`config.mk`:
```
export PLATFORM = sky130hd
export DESIGN_NAME = pdm_cic_decimator
export DESIGN_NICKNAME = d
export VERILOG_FILES = /design/src/rtl/karaoke_audio_pkg.sv /design/src/rtl/pdm_clkgen.sv /design/src/rtl/pdm_cic_decimator.sv
export SDC_FILE = /design/constraint.sdc
export NUM_CORES = 1
export LEC_CHECK = 0
export CAP_MARGIN = 5
export CORE_MARGIN = 2
export CORE_UTILIZATION = 30
export CTS_CLUSTER_DIAMETER = 30
export DETAILED_ROUTE_END_ITERATION = 16
export GPL_TIMING_DRIVEN = 0
export PLACE_DENSITY_LB_ADDON = 0.15
export SYNTH_ARGS = -nofsm -noshare
export SYNTH_HDL_FRONTEND = slang
export SYNTH_HIERARCHICAL = 1
export SYNTH_SLANG_ARGS = --single-unit
```
`constraint.sdc`:
```
create_clock -name clk -period 3.95 [get_ports clk]
set_clock_uncertainty 0.1 [all_clocks]
set_input_delay 0.5925 -clock clk [delete_from_list [all_inputs] [get_ports clk]]
set_output_delay 0.5925 -clock clk [all_outputs]
set_load 0.01 [all_outputs]
```
`src/rtl/karaoke_audio_pkg.sv`:
```
// Shared types and helpers for the karaoke voice path: Q15 PCM sample type,
// its limits, and the saturating narrow used by the CIC and the FIR.
package karaoke_audio_pkg;

  typedef logic signed [15:0] pcm_t;

  localparam pcm_t Q15_MAX = 16'sh7fff;
  localparam pcm_t Q15_MIN = 16'sh8000;

  // Wide input to sat16; callers sign-extend their accumulator into this width.
  localparam int SAT_IN_W = 48;
  typedef logic signed [SAT_IN_W-1:0] sat_in_t;

  localparam sat_in_t SAT_HI = 48'sd32767;
  localparam sat_in_t SAT_LO = -48'sd32768;

  // Width of the warm-up counter that gates the first CIC outputs.
  localparam int WARM_W = 3;

  function automatic pcm_t sat16(input sat_in_t x);
    if (x > SAT_HI) begin
      return Q15_MAX;
    end else if (x < SAT_LO) begin
      return Q15_MIN;
    end
    return pcm_t'(x[15:0]);
  endfunction

endpackage

```
`src/rtl/pdm_clkgen.sv`:
```
// PDM microphone clock divider, 2-flop data synchronizer and sample strobe.
// The strobe fires in the last clk cycle of each PDM period.
module pdm_clkgen #(
  parameter int PDM_DIV = 8
) (
  input  logic clk,
  input  logic reset_n,
  input  logic pdm_data,
  output logic pdm_clk,
  output logic pdm_bit,
  output logic sample_stb
);

  localparam int CNT_W = $clog2(PDM_DIV);
  localparam logic [CNT_W-1:0] CNT_LAST = CNT_W'(PDM_DIV - 1);
  localparam logic [CNT_W-1:0] CNT_HALF = CNT_W'(PDM_DIV / 2);

  logic [CNT_W-1:0] cnt_q, cnt_d;
  logic             pdm_clk_q, pdm_clk_d;
  logic             sync1_q, sync1_d;
  logic             sync2_q, sync2_d;

  // NOTE: every combinational output gets its default first so no path
  // through the block can leave it unassigned and infer a latch.
  always_comb begin
    cnt_d     = cnt_q + CNT_W'(1);
    if (cnt_q == CNT_LAST) cnt_d = '0;
    pdm_clk_d = (cnt_q < CNT_HALF);
    sync1_d   = pdm_data;
    sync2_d   = sync1_q;
  end

  // NOTE: state is updated with non-blocking assignments so every flop
  // samples the pre-edge value of its neighbours, like real hardware.
  always_ff @(posedge clk or negedge reset_n) begin
    if (!reset_n) begin
      cnt_q     <= '0;
      pdm_clk_q <= 1'b0;
      sync1_q   <= 1'b0;
      sync2_q   <= 1'b0;
    end else begin
      cnt_q     <= cnt_d;
      pdm_clk_q <= pdm_clk_d;
      sync1_q   <= sync1_d;
      sync2_q   <= sync2_d;
    end
  end

  assign pdm_clk    = pdm_clk_q;
  assign pdm_bit    = sync2_q;
  assign sample_stb = (cnt_q == CNT_LAST);

endmodule

```
`src/rtl/pdm_cic_decimator.sv`:
```
// PDM front end: N-stage CIC (M = 1) decimating the 1-bit mic stream by
// 2^R_LOG2 into saturated Q15 PCM, with a warm-up gate on the first outputs.
module pdm_cic_decimator
  import karaoke_audio_pkg::*;
#(
  parameter int PDM_DIV  = 8,
  parameter int R_LOG2   = 6,
  parameter int N_STAGES = 4
) (
  input  logic               clk,
  input  logic               reset_n,
  input  logic               pdm_data,
  output logic               pdm_clk,
  output logic signed [15:0] pcm_out,
  output logic               pcm_valid
);

  // Register width covers the full CIC gain R^N plus sign; must not exceed SAT_IN_W.
  localparam int W     = N_STAGES * R_LOG2 + 2;
  localparam int SHIFT = N_STAGES * R_LOG2 - 15;
  localparam logic [WARM_W-1:0] WARM_DONE = WARM_W'(N_STAGES);

  typedef logic signed [W-1:0] acc_t;

  logic pdm_bit;
  logic sample_stb;

  pdm_clkgen #(
    .PDM_DIV (PDM_DIV)
  ) u_clkgen (
    .clk        (clk),
    .reset_n    (reset_n),
    .pdm_data   (pdm_data),
    .pdm_clk    (pdm_clk),
    .pdm_bit    (pdm_bit),
    .sample_stb (sample_stb)
  );

  acc_t x_in;
  assign x_in = pdm_bit ? acc_t'(1) : acc_t'(-1);

  // Integrators wrap freely; the combs undo the wrap because the final result fits in W bits.
  genvar k;
  generate
    for (k = 0; k < N_STAGES; k++) begin : g_integ
      acc_t integ_q, integ_d;
      acc_t stage_in;

      if (k == 0) begin : g_first
        assign stage_in = x_in;
      end else begin : g_chain
        assign stage_in = g_integ[k-1].integ_q;
      end

      always_comb begin
        integ_d = integ_q;
        if (sample_stb) integ_d = integ_q + stage_in;
      end

      // NOTE: the integrators and comb delays are ordinary flops, not a RAM,
      // so they all take reset; stale history would corrupt the next outputs.
      always_ff @(posedge clk or negedge reset_n) begin
        if (!reset_n) integ_q <= '0;
        else          integ_q <= integ_d;
      end
    end
  endgenerate

  logic [R_LOG2-1:0] dec_cnt_q, dec_cnt_d;
  logic              dec_stb_q, dec_stb_d;

  always_comb begin
    dec_cnt_d = dec_cnt_q;
    dec_stb_d = 1'b0;
    if (sample_stb) begin
      dec_cnt_d = dec_cnt_q + R_LOG2'(1);
      dec_stb_d = (dec_cnt_q == '1);
    end
  end

  always_ff @(posedge clk or negedge reset_n) begin
    if (!reset_n) begin
      dec_cnt_q <= '0;
      dec_stb_q <= 1'b0;
    end else begin
      dec_cnt_q <= dec_cnt_d;
      dec_stb_q <= dec_stb_d;
    end
  end

  // One comb per cycle; each stage's valid flag is the next stage's enable.
  generate
    for (k = 0; k < N_STAGES; k++) begin : g_comb
      acc_t comb_in;
      acc_t prev_q, prev_d;
      acc_t y_q, y_d;
      logic en;
      logic vld_q, vld_d;

      if (k == 0) begin : g_first
        assign comb_in = g_integ[N_STAGES-1].integ_q;
        assign en      = dec_stb_q;
      end else begin : g_chain
        assign comb_in = g_comb[k-1].y_q;
        assign en      = g_comb[k-1].vld_q;
      end

      always_comb begin
        prev_d = prev_q;
        y_d    = y_q;
        vld_d  = en;
        if (en) begin
          y_d    = comb_in - prev_q;
          prev_d = comb_in;
        end
      end

      always_ff @(posedge clk or negedge reset_n) begin
        if (!reset_n) begin
          prev_q <= '0;
          y_q    <= '0;
          vld_q  <= 1'b0;
        end else begin
          prev_q <= prev_d;
          y_q    <= y_d;
          vld_q  <= vld_d;
        end
      end
    end
  endgenerate

  acc_t comb_out;
  logic comb_vld;
  assign comb_out = g_comb[N_STAGES-1].y_q;
  assign comb_vld = g_comb[N_STAGES-1].vld_q;

  logic [WARM_W-1:0] warm_q, warm_d;
  logic              warm_done;
  pcm_t              pcm_out_q, pcm_out_d;
  logic              pcm_valid_q, pcm_valid_d;

  // Results completed during warm-up only advance the counter; pcm_out keeps its old value.
  always_comb begin
    warm_d      = warm_q;
    pcm_out_d   = pcm_out_q;
    pcm_valid_d = 1'b0;
    warm_done   = (warm_q == WARM_DONE);
    if (comb_vld) begin
      if (warm_done) begin
        pcm_valid_d = 1'b1;
        pcm_out_d   = sat16(sat_in_t'(comb_out >>> SHIFT));
      end else begin
        warm_d = warm_q + WARM_W'(1);
      end
    end
  end

  always_ff @(posedge clk or negedge reset_n) begin
    if (!reset_n) begin
      warm_q      <= '0;
      pcm_out_q   <= '0;
      pcm_valid_q <= 1'b0;
    end else begin
      warm_q      <= warm_d;
      pcm_out_q   <= pcm_out_d;
      pcm_valid_q <= pcm_valid_d;
    end
  end

  assign pcm_out   = pcm_out_q;
  assign pcm_valid = pcm_valid_q;

endmodule

```
# After elaboration in Yosys (flattened, before gate mapping)
# Cells that the tools add are included.
[word_totals] in_bits=3 word_cells=57 regBits=349 out_inout_bits=18
[classes] bitwise=1 n_addsub=11 n_mux=12 order_cmp=3 eq_ne=3 reduce_logical=2
[op_table] cell="$add 26x26->26" n=4
[op_table] cell="$sub 26x26->26" n=4
[op_table] cell="$mux 16" n=3
[op_table] cell="$mux 26" n=1
[op_table] cell="$gt 17x16->1 const B" n=1
[op_table] cell="$lt 17x16->1 const B" n=1
[op_table] cell="$mux 1" n=7
[op_table] cell="$add 3x1->3 const B" n=2
[op_table] cell="$add 6x1->6 const B" n=1
[op_table] cell="$eq 3x3->1 const B" n=2
[op_table] cell="$eq 6x6->1 const B" n=1
[op_table] cell="$reduce_and 2->1" n=2
[op_table] cell="$lt 3x3->1 const B" n=1
[op_table] cell="$mux 3" n=1
[op_table] cell="$not 1->1" n=1

# Logic depth before layout (Yosys ltp)
# Gate-level depths: netlist of run 1.
[logic_depth] word_depth=6 ltp_mapped=14 mapped_depth_nobuf=14

# By module
# Netlist of run 1, hierarchy kept.
[modules_own_cells] mod="pdm_cic_decimator" area_per_inst_um2=21660.8 instances=1 cells_per_inst=2269 seq_area_each_um2=8358.0
[modules_own_cells] mod="pdm_clkgen" area_per_inst_um2=182.7 instances=1 cells_per_inst=10 seq_area_each_um2=150.1

# Least setup slack after synthesis of run 1
# Ideal clock, no wire load.
[synth_path] path_kind="register -> register" from="register u_clkgen.sync2_q (netlist: u_clkgen/pdm_bit)" to="register g_integ[0].integ_q[16]" path_buffers=0 slack_ns=0.444 arrival_ns=3.290 setup_ns=0.116 synth_period_minus_slack_ns=3.506 stages_incl_launch_ff=13 required_ns=3.734 path_cell_list="dfrtp_1 > inv_1 > ha_1 > nor2b_1 > o21ai_1 > a21boi_1 > o21a_1 > o31a_1 > a41o_1 > a21boi_0 > o21bai_1 > a2111o_1 > o311ai_0"
[synth_between] elab_chain_cells=2
[synth_rtl] item="start: declaration" line="pdm_clkgen.sv:21" text="logic sync2_q, sync2_d;"
[synth_rtl] item="start signal: assignment" line="pdm_clkgen.sv:45" text="sync2_q <= sync2_d;"
[synth_rtl] item="$mux 26" line="pdm_cic_decimator.sv:40" text="assign x_in = pdm_bit ? acc_t'(1) : acc_t'(-1);"
[synth_rtl] item="$add 26x26->26" line="pdm_cic_decimator.sv:57" text="if (sample_stb) integ_d = integ_q + stage_in;"
[synth_rtl] item="end signal: assignment" line="pdm_cic_decimator.sv:64" text="else integ_q <= integ_d;"
[synth_rtl] item="end: declaration" line="pdm_cic_decimator.sv:46" text="acc_t integ_q, integ_d;"
# Every way passes these cells.
# A chain may end at the register's enable or synchronous reset.

# Worst setup path after layout of run 1
[layout_path] from="register u_clkgen.sync2_q (netlist: u_clkgen/pdm_bit)" to="register g_integ[0].integ_q[17]"
# The elaborated chain is that of the path after synthesis.

==> metrics.cfg, run 1 <==
[die]
die_y_um=273.8
core_um2=71730
die-width_um=273.8
rows=98
io_pins=21
start_util=0.3045
die-area_um2=74990

[critical_path]
reg2reg_to=g_integ[0].integ_q[17]
reg2reg_from=u_clkgen/pdm_bit
crit_start=u_clkgen/pdm_bit
crit_required_ns=4.34
cp_max_fo=11
worstSetupEndpoint=g_integ[0].integ_q[17]
crit_type=register to register
cp-end-kind=register
arrival_ns=4.13
cp-start-kind=register
rrSetupSlack_ns=0.21
reg2reg_depth=12

[placed_design]
port_buffers=20
place_congestion=0.8361
dpl.hpwl_um=40460
place_ws_ns=-0.5769

[clock_tree]
cts_htree_levels=3
cts_buffers=93
clk_pin_slew_ns=0.04
clk_path_buf_depth=3
clkSinkCount=340
cts_tree=done
cts_root_buffer=clkbuf_16
clk_latency_ns=0.61

[synthesis]
synth.cell_area_um2=21840
yosys.cell_types.count=68
async_reset_ff_frac=1.000
ys_seq_elements=340
syn_inst=2279
synth_edf_count=0
synthesis.nets=2492
ys_warn_count=6
ys_seq_area_frac=0.3895
syn_area_per_cell_um2=9.585
synth_top_flop_cell=dfrtp_1

[outcome]
outcome=finished clean

[flow_run]
drv_cap=0

[hold_path]
hold_path_class=register to register

[finish]
layout_commonest_cell=dfrtp_1
areaGrowthSynthToFinish_pct=21.33
drive_gt1_frac=0.1418
final_cell_mix=339 x dfrtp_1, 250 x nand2_1, 203 x ha_1, 196 x o21ai_0, 161 x a21oi_1
final_nets=2613

[sta]
rsz0062_at_grt=false
relSlewSlack=0.3477
final_hold_viol_count=0
tns_ns=0
worst_pin_slew_ns=0.9785
whs_ns=0.2491
fin_crit_ns=3.744
setup_viol=0
finalMaxSlewViolations=0
finalCritPeriodShare=0.9479
fmax_mhz=267.1
fin_ws_ns=0.2058

[drt]
wl_per_cell_um=15.80
drtIter0Drc=873
vias_per_cell=4.935
drtAntennaViolNets=0
drc_errors=0
vias=16910
drtPass1Iterations=7
drt-total-wl_um=54140

[global_route]
antenna_found_initial=0
grt_overflow=0
grt.total_usage=0.1486
grt_pass1_vias=17000
grt_pass1_wl_um=90190
grt_max_degree=113

[power_and_ir_drop]
powerDensity_nw_per_um2=781.7
design_power_total_mw=20.72
p_leak_nw=12.16
vdd_drop_max_mv=0.3300

[metal layers]
layer  track usage  vias to the layer above  wire length, µm
met3       0.02772                       82             2297
met4       0.05263                        0             1212
met2        0.2193                      319            22760
met1        0.2153                     8144            27860
li1              -                     8368                -
met5             0                        -                0
[worst min path at each step]
stage,from,end,slack (ns),depth (start not counted)
after global placement,u_clkgen/sync1_q,u_clkgen/pdm_bit,0.24,0
after floorplan,reset_n,comb_out[10],0.20,0
after CTS,u_clkgen/sync1_q,u_clkgen/pdm_bit,0.25,0
after global routing,u_clkgen/sync1_q,u_clkgen/pdm_bit,0.26,0
after detailed placement,u_clkgen/sync1_q,u_clkgen/pdm_bit,0.24,0
final,u_clkgen/sync1_q,u_clkgen/pdm_bit,0.25,0
[area by class of cell]
cell class	instances	area [µm²]
inverter	158	596.8
buffer	73	274.0
fill	7171	45230
sequential	340	8509
clock inverter	54	564.3
tap	950	1189
multi-input combinational	1708	12500
timing repair buffer	25	305.3
clock buffer	117	2560
timing repair inverter	1	5.005
antenna	1	2.502
[report_power, final]
group          internal (mW)  switching [mW]  total, mW
clock                   5.13            2.27       7.40
combinational           3.93            4.80       8.73
sequential              4.02           0.567       4.59
[worst max-delay path, stage by stage (launching register included)]
cell        delay [ns]
dfrtp_2           0.52
clkinvlp_4        0.18
buf_4             0.21
ha_1              0.41
a21o_1            0.22
a221o_1           0.33
a21oi_1           0.18
o221ai_1          0.16
a21oi_1           0.45
nor2_1            0.13
or2_2             0.32
xor2_1            0.14
mux2_2            0.26
[sequential cells by signal (all words and copies together) (netlist names), 3 cells and up]
signal           cells
comb_out            17
dec_cnt_q            6
g_comb.comb_in      26
g_comb.prev_q      104
g_comb.vld_q         3
g_comb.y_q          78
g_integ.integ_q     78
pcm_out             16
u_clkgen/cnt_q       3
warm_q               3
[kinds of logic after synthesis]
kind of cell	synth area share
compound gates	0.1888
xor+xnor	0.07097
fa+ha+maj	0.1227
buf+inv	0.03970
flops	0.3895
mux	0.08472
simple gates	0.1036
[synth_stat cells (15+ instances only)]
library cell	instances	area share
o31ai_1	15	0.0052
ha_1	203	0.12
clkbuf_1	66	0.011
mux2_2	159	0.082
inv_1	158	0.027
xor2_1	57	0.023
nor3_1	17	0.0039
a21o_1	109	0.037
nand2b_1	16	0.0046
nand4_1	17	0.0049
nor2b_1	22	0.0063
nand2_1	250	0.043
nand3_1	34	0.0078
and3_1	18	0.0052
o21ai_0	196	0.045
o21bai_1	22	0.0076
a21oi_1	163	0.037
dfrtp_1	340	0.39
a211oi_1	15	0.0052
nor2_1	87	0.015
a31oi_1	21	0.0060
o21a_1	23	0.0079
xnor2_1	120	0.048
[stage by stage]
stage	utilization	instance area, µm²	cells
floorplan	-	21840	2279
global placement	0.3239	23230	3249
detailed placement	0.3251	23320	3252
CTS	0.3691	26480	3426
global route	0.3694	26500	3426
finish	0.3695	26500	3427
[what timing repair did]
action | in CTS | in global routing
resized for setup | 2 | 7
gates cloned | 1 | 0
setup buffers | 1 | 0
hold buffers | 1 | 0
hold endpoints to repair | 37 | 0
setup endpoints to repair | 15 | 14
No activity file was read; power rests on OpenSTA's default activity.
==> run 2, diff against run 1 <==
CAP_MARGIN = unset   (was 5)
==> results of run 2 <==
No change in the layout: final DEF, timing and power equal those of run 1.
